===== config.mk =====
export PLATFORM = sky130hd
export DESIGN_NAME = mcdf_arbiter_rr
export DESIGN_NICKNAME = d
export VERILOG_FILES = /design/src/rtl/mcdf_arbiter_rr.sv
export SDC_FILE = /design/constraint.sdc
export NUM_CORES = 1
export LEC_CHECK = 0
export CAP_MARGIN = 10
export CORE_UTILIZATION = 58
export CTS_CLUSTER_DIAMETER = 40
export DETAILED_ROUTE_END_ITERATION = 8
export DONT_BUFFER_PORTS = 1
export HOLD_SLACK_MARGIN = 0.08
export PLACE_DENSITY = 0.7
export SKIP_LAST_GASP = 1
export SYNTH_ARGS = -nofsm -noshare
export SYNTH_HDL_FRONTEND = slang
export SYNTH_SLANG_ARGS = --single-unit

===== constraint.sdc =====
create_clock -name clk_i -period 11.89 [get_ports clk_i]
set_input_delay 3.567 -clock clk_i [delete_from_list [all_inputs] [get_ports clk_i]]
set_output_delay 3.567 -clock clk_i [all_outputs]
set_load 0.01 [all_outputs]

===== src/rtl/mcdf_arbiter_rr.sv =====
// MCDF channel arbiter: picks the best-priority eligible channel on a formatter ID
// request, breaks ties round-robin (or lowest index), and holds the grant until done.
module mcdf_arbiter_rr #(
    parameter int NUM_CH = 4,
    parameter int PRIO_W = 2,
    parameter bit RR_EN  = 1'b1,
    parameter int CH_W   = (NUM_CH > 1) ? $clog2(NUM_CH) : 1
) (
    input  logic                     clk_i,
    input  logic                     rst_i,
    input  logic [NUM_CH-1:0]        slv_req_i,
    input  logic [NUM_CH-1:0]        slv_en_i,
    input  logic [NUM_CH*PRIO_W-1:0] slv_prio_i,
    input  logic                     f2a_id_req_i,
    input  logic                     f2a_done_i,
    output logic                     a2f_val_o,
    output logic [CH_W-1:0]          a2f_id_o,
    output logic [NUM_CH-1:0]        a2s_ack_o,
    output logic                     busy_o,
    output logic [1:0]               dbg_state_o
);

    // Handshake: f2a_id_req_i is a level request; the arbiter answers with a one-cycle
    // a2f_val_o/a2s_ack_o pulse, then stays busy until the one-cycle f2a_done_i pulse.
    typedef enum logic [1:0] {
        ST_IDLE  = 2'd0,
        ST_GRANT = 2'd1,
        ST_BUSY  = 2'd2
    } state_t;

    state_t              r_state;
    state_t              w_state_nxt;
    logic [CH_W-1:0]     r_last_ptr;
    logic                r_val;
    logic [CH_W-1:0]     r_id;
    logic [NUM_CH-1:0]   r_ack;
    logic                r_busy;
    logic                w_val_nxt;
    logic [CH_W-1:0]     w_id_nxt;
    logic [NUM_CH-1:0]   w_ack_nxt;
    logic                w_busy_nxt;
    logic [NUM_CH-1:0]   w_elig;
    logic [PRIO_W-1:0]   w_prio [NUM_CH];
    logic [PRIO_W-1:0]   w_min_prio;
    logic [CH_W-1:0]     w_sel;
    logic                w_found;
    logic                w_go;

    assign w_elig = slv_req_i & slv_en_i;
    assign w_go   = f2a_id_req_i && (|w_elig);

    always_comb begin
        w_min_prio = '1;
        for (int k = 0; k < NUM_CH; k++) begin
            w_prio[k] = slv_prio_i[k*PRIO_W +: PRIO_W];
            if (w_elig[k] && (w_prio[k] < w_min_prio)) begin
                w_min_prio = w_prio[k];
            end
        end
    end

    // Scan order starts just after the last grant (RR) or at channel 0 (legacy).
    always_comb begin
        int              c;
        logic [CH_W-1:0] c_idx;
        w_sel   = '0;
        w_found = 1'b0;
        c       = 0;
        c_idx   = '0;
        for (int i = 1; i <= NUM_CH; i++) begin
            c = RR_EN ? (int'(r_last_ptr) + i) : (i - 1);
            if (c >= NUM_CH) begin
                c = c - NUM_CH;
            end
            c_idx = CH_W'(c);
            if (!w_found && w_elig[c_idx] && (w_prio[c_idx] == w_min_prio)) begin
                w_found = 1'b1;
                w_sel   = c_idx;
            end
        end
    end

    always_ff @(posedge clk_i) begin
        if (rst_i) begin
            r_state    <= ST_IDLE;
            r_last_ptr <= CH_W'(NUM_CH - 1);
            r_val      <= 1'b0;
            r_id       <= '0;
            r_ack      <= '0;
            r_busy     <= 1'b0;
        end else begin
            r_state <= w_state_nxt;
            r_val   <= w_val_nxt;
            r_id    <= w_id_nxt;
            r_ack   <= w_ack_nxt;
            r_busy  <= w_busy_nxt;
            if ((r_state == ST_IDLE) && w_go) begin
                r_last_ptr <= w_sel;
            end
        end
    end

    always_comb begin
        w_state_nxt = r_state;
        case (r_state)
            ST_IDLE:  if (w_go) w_state_nxt = ST_GRANT;
            ST_GRANT: w_state_nxt = ST_BUSY;
            ST_BUSY:  if (f2a_done_i) w_state_nxt = ST_IDLE;
            default:  w_state_nxt = ST_IDLE;
        endcase
    end

    always_comb begin
        w_val_nxt  = 1'b0;
        w_id_nxt   = r_id;
        w_ack_nxt  = '0;
        w_busy_nxt = 1'b0;
        case (r_state)
            ST_IDLE: begin
                if (w_go) begin
                    w_val_nxt  = 1'b1;
                    w_id_nxt   = w_sel;
                    w_ack_nxt  = NUM_CH'(1) << w_sel;
                    w_busy_nxt = 1'b1;
                end
            end
            ST_GRANT: w_busy_nxt = 1'b1;
            ST_BUSY:  w_busy_nxt = !f2a_done_i;
            default:  w_busy_nxt = 1'b0;
        endcase
    end

    assign a2f_val_o   = r_val;
    assign a2f_id_o    = r_id;
    assign a2s_ack_o   = r_ack;
    assign busy_o      = r_busy;
    assign dbg_state_o = r_state;

endmodule


## Word-level counts from Yosys, hierarchy flattened

Index checks and enable logic that the tools add are counted.
Widths: inputs -> output; s select.

- Shifts and indexed selects: 1
- Multiplexer cells: 40
- Bitwise logic cells: 7
- Add/subtract/negate cells: 8
- Order comparisons: 16
- Equal/unequal tests: 8
- Reductions and logical operators: 23

Operators with widths:

| operator | count |
|---|---|
| $mux 2 | 22 |
| $ge 3x3->1 const B | 7 |
| $bmux 2 s2 | 4 |
| $logic_and 1x1->1 | 13 |
| $lt 2x3->1 const B | 4 |
| $not 2->3 | 4 |
| $bmux 1 s2 | 4 |
| $eq 2x2->1 | 4 |
| $mux 1 | 8 |
| $sub 2x1->2 const B | 4 |
| $add 2x2->3 const B | 2 |
| $lt 2x2->1 | 3 |
| $pmux 2 s3 | 1 |
| $add 2x3->4 const B | 1 |
| $and 4x4->4 | 1 |
| $ge 4x3->1 const B | 1 |
| $logic_not 1->1 | 4 |
| $ne 2x2->1 const B | 2 |
| $reduce_and 2->1 | 2 |
| $reduce_or 4->1 | 1 |
| $shl 1x2->4 const A | 1 |
| $add 2x1->3 const B | 1 |
| $pmux 1 s3 | 1 |
| $reduce_or 3->1 | 1 |
| other kinds (6) | 7 |

- Output and inout bits: 10
- Bits in registers: 12
- Input port bits: 20
- Word-level logic and storage cells: 109

## Logic depth before layout (Yosys ltp)

- Word-level depth: 28
- Gate-level depth with buffers: 17
- Depth with buffers taken out: 17

## Least setup slack after synthesis

No wires, ideal clock.

- Kind: input port to flip-flop
- Start: in slv_req_i[0]
- End: reg r_ack[0] (netlist: a2s_ack_o[0])
- Buffers on the path: 0
- Slack: 4.861 ns
- Required time: 11.829 ns
- Setup time: 0.061 ns
- Cell stages on the path: 16
- Data arrival time: 6.968 ns
- Path through: nand2_1 -> o22ai_1 -> ha_1 -> and3b_1 -> and2_1 -> o22a_2 -> and2_2 -> ha_1 -> nor4bb_1 -> a41o_1 -> a211oi_4 -> or3_4 -> a211o_1 -> a21boi_2 -> o221a_4 -> and4_1

- Cells in the longest elaborated chain, start to end: 28
- Elaborated cells on any way between the ends: 46
- Classes of those cells: 3 x order compare; 4 x eq/ne; 1 x shift; 19 x mux; 2 x bitwise; 17 x reduce/logical

RTL lines:

| what | RTL line | text |
|---|---|---|
| from (decl) | 11 | `input logic [NUM_CH-1:0] slv_req_i,` |
| $and 4x4->4 (*) | 49 | `assign w_elig = slv_req_i & slv_en_i;` |
| $logic_and 1x1->1 | 56 | `if (w_elig[k] && (w_prio[k] < w_min_prio)) begin` |
| $mux 2 | 56 |  |
| $lt 2x2->1 | 56 |  |
| $logic_and 1x1->1 | 56 |  |
| $mux 2 | 56 |  |
| $lt 2x2->1 | 56 |  |
| $logic_and 1x1->1 | 56 |  |
| (+10 left out) | - |  |
| $mux 1 | 76 | `if (!w_found && w_elig[c_idx] && (w_prio[c_idx] == w_min_prio)) begin` |
| $logic_not 1->1 | 76 |  |
| $logic_and 1x1->1 (2 in series) | 76 |  |
| $mux 1 | 76 |  |
| $logic_not 1->1 | 76 |  |
| $logic_and 1x1->1 (2 in series) | 76 |  |
| $mux 2 | 76 |  |
| $shl 1x2->4 | 123 | `w_ack_nxt = NUM_CH'(1) << w_sel;` |
| to (signal assigned) | 95 | `r_ack <= w_ack_nxt;` |
| to (decl) | 36 | `logic [NUM_CH-1:0] r_ack;` |

Mark *: on every way between the ends. The rest lies on a longest branch, timed or not. The select of a mux whose other input is x is not followed.
A chain may end at the register's enable or synchronous reset.

## Worst setup path after layout

- Start: in slv_req_i[0]
- End: reg r_ack[3] (netlist: a2s_ack_o[3])

Same word-level chain as after synthesis.

==> impl_metrics.yaml <==
clock_network:
  cts_sinks: 12
  cts_made_buffers: 3
  cts-root-buf: "clkbuf_4"
  cts_tree: "yes"
  cts_hold_buf: 0
  cts_resized: 0
  path_clk_slew_ns: 0.08
  clockBufferDepth: 2
  cts_setup_buffers: 0
  htree_levels: 1
  clk_latency_ns: 0.28
die:
  die_area_sq_mm: 0.002565
  fp.dieW_um: 50.65
  start_util_pct: 62.05
  fp.dieH_um: 50.65
  core_sq_mm: 0.002212
  ios: 30
  placementRows: 17
placement:
  dpl.hpwl_um: 2397
  dp.cells: 184
  place_congestion: 0.8258
  io_buffers: 0
  place_ws_ns: 4.490
power:
  ir_drop_v: 0.00008921
  leakagePower_nw: 0.5999
  p_per_area_mw_per_mm2: 115.9
cells_and_area:
  fin_cells: 188
  post-route-util_pct: 64.31
  nNetsFinal: 183
  final_common_cell: "nand2_1"
  drive_gt1_share_pct: 19.38
  syn_to_final_growth_pct: 3.646
  insertedDiodeCount: 0
  final_cell_mix: "nand2_1, mux2i_1, dfxtp_1"
timing:
  slew_viol_final: 0
  skew_ns: 0.002226
  tightest_slew_ns: 0.8598
  timing.final.crit_share_pct: 59.86
  slew_headroom_pct: 42.60
  final.setup.worst_slack_ns: 4.773
  rsz0062_at_grt: "no"
  final_hold_viol_count: 0
  finalSetupViolations: 0
  fmax_ghz: 0.1405
  setup_tns_ns: 0
  fin_crit_ns: 7.117
logic_synthesis:
  syn_inst: 161
  netlist.top_cell.by_area: "dfxtp_1"
  synth_nets: 183
  ys_seq_elements: 12
  avgSynthCellArea_sq_um: 8.525
  seq_area_frac_synth_pct: 17.50
  synthArstFlopShare_pct: 0
  synth_ff_type: "dfxtp_1"
  yosysTopAreaCellShare_pct: 17.50
  synth_area_leaders: "dfxtp_1, mux2i_1, nand2_1"
  yosysWarnings: 0
  synth.distinct_cells: 62
  synth-edff-count: 0
  synth.cell_area_sq_mm: 0.001373
critical_path:
  critPathKind: "input port to register"
  crit_chain: "nand2_1 -> o22ai_1 -> ha_1 -> and3b_1 -> and2_1 -> o22a_2 -> and2_2 -> ha_1 -> nor4bb_1 -> a31o_1 -> a211oi_2 -> nor2_2 -> xor2_1 -> and4b_2 -> o2111ai_1 -> a22o_1 -> a211oi_1"
  crit_family: "simple AND/OR/NAND/NOR gates"
  crit_arrival_ns: 7.31
  worstPathRequired_ns: 12.08
  cp-end-kind: "register"
  critPathMaxFanout: 6
  crit_path_top_delay_cell: "nor4bb_1"
  critical-path-max-stage-delay_ns: 0.37
  crit_path_frequent_cell: "ha_1"
  crit_buf_inv: 0
  critPathLaunchType: "input port"
global_routing:
  first_global_vias: 1104
  grtUsageTotal_pct: 25.69
  overflow: 0
  grt_start_max_net_pins: 24
  antenna_found_initial: 0
  grt_first_pass_wirelength_um: 5009
drt:
  antenna_left: 0
  post_drt_wl_per_cell_um: 15.78
  drc_errors: 0
  via_count: 1242
  via_per_inst: 6.606
  wirelength_um: 2966
  drtIter0Drc: 41
  drtPass1Iterations: 4
run:
  drv_cap: 0
run_status:
  run_status: "finished, final reports clean"
min_path:
  hp-class: "register to register"
==> sequential cells by signal, indices dropped and copies added, names as in the netlist <==
register / cells
a2f_id_o: 2
r_last_ptr: 2
dbg_state_o: 2
busy_o: 1
a2s_ack_o: 4
a2f_val_o: 1
==> routing by layer <==
metal / GRT usage (%) / wire, um
met2: 38.22 / 1308
met4: 3.704 / 27
met3: 7.273 / 205
met1: 37.18 / 1424
met5: 0 / 0
==> synthesized netlist by cell type (2+ instances only) <==
master / count
nand3b_1: 2
nor3_1: 8
nor2_1: 10
o21ai_0: 5
nor4bb_1: 2
inv_1: 5
o211a_1: 2
nand2b_1: 4
or3_4: 2
ha_1: 2
nand2_1: 17
a21oi_1: 6
mux2_2: 3
dfxtp_1: 12
xor2_1: 2
a211oi_1: 4
o22ai_1: 2
a211oi_2: 2
buf_2: 2
o221ai_1: 2
and2_1: 4
clkbuf_1: 3
mux2i_1: 15
and3b_2: 2
o21ai_1: 3
a21o_1: 4
==> path summary, 6_finish.rpt <==
| check | from | end | slack, ns | depth (start not counted) |
|---|---|---|---|---|
| max reg2reg | r_last_ptr[0] | a2s_ack_o[1] | 8.80 | 9 |
| max | slv_req_i[0] | a2s_ack_o[3] | 4.77 | 17 |
| min reg2reg | a2f_id_o[0] | a2f_id_o[0] | 0.54 | 2 |
| min | a2f_id_o[0] | a2f_id_o[0] | 0.54 | 2 |
==> cell families (layout without fill, tap and decap cells) <==
logic type | count (synthesis) | in the layout | synth area share [%]
DFF | 12 | 12 | 17.50
AOI/OAI and AO/OA | 52 | 52 | 34.28
adders and majority gates | 2 | 2 | 1.823
buffers and inverters | 11 | 10 | 3.190
muxes | 19 | 19 | 15.04
xor gates and xnor gates | 3 | 3 | 1.915
and+or+nand+nor | 62 | 62 | 26.25
==> through the flow <==
stage / hold slack, ns / power [W] / area, sq um
floorplan: 0.5150 / 0.0001213 / 1373
global placement: 0.5306 / 0.0001307 / 1386
detailed placement: 0.5353 / 0.0001327 / 1386
CTS: 0.5458 / 0.0001657 / 1423
global route: 0.5703 / 0.0001772 / 1423
finish: 0.5447 / 0.0001650 / 1423
==> power breakdown <==
part | total [W] | switching [W] | internal (W)
sequential | 0.0000541 | 0.0000102 | 0.0000440
combinational | 0.0000780 | 0.0000415 | 0.0000364
clock | 0.0000329 | 0.0000142 | 0.0000186
total | 0.000165 | 0.0000659 | 0.0000990
==> cell type report <==
type / instances / area [sq um]
multi-input combinational: 138 / 1089
fill: 202 / 789.5
sequential: 12 / 240.2
clock buffer: 4 / 36.28
tap: 28 / 35.03
inverter: 6 / 22.52
==> worst min-delay path: cells and delay by family, from the launching register on <==
kind,cells,cell delay [ns]
AO/OA/AOI/OAI,1,0.05
AND/OR/NAND/NOR,1,0.11
flip-flops,1,0.35
(Power assumes the default switching activity.)
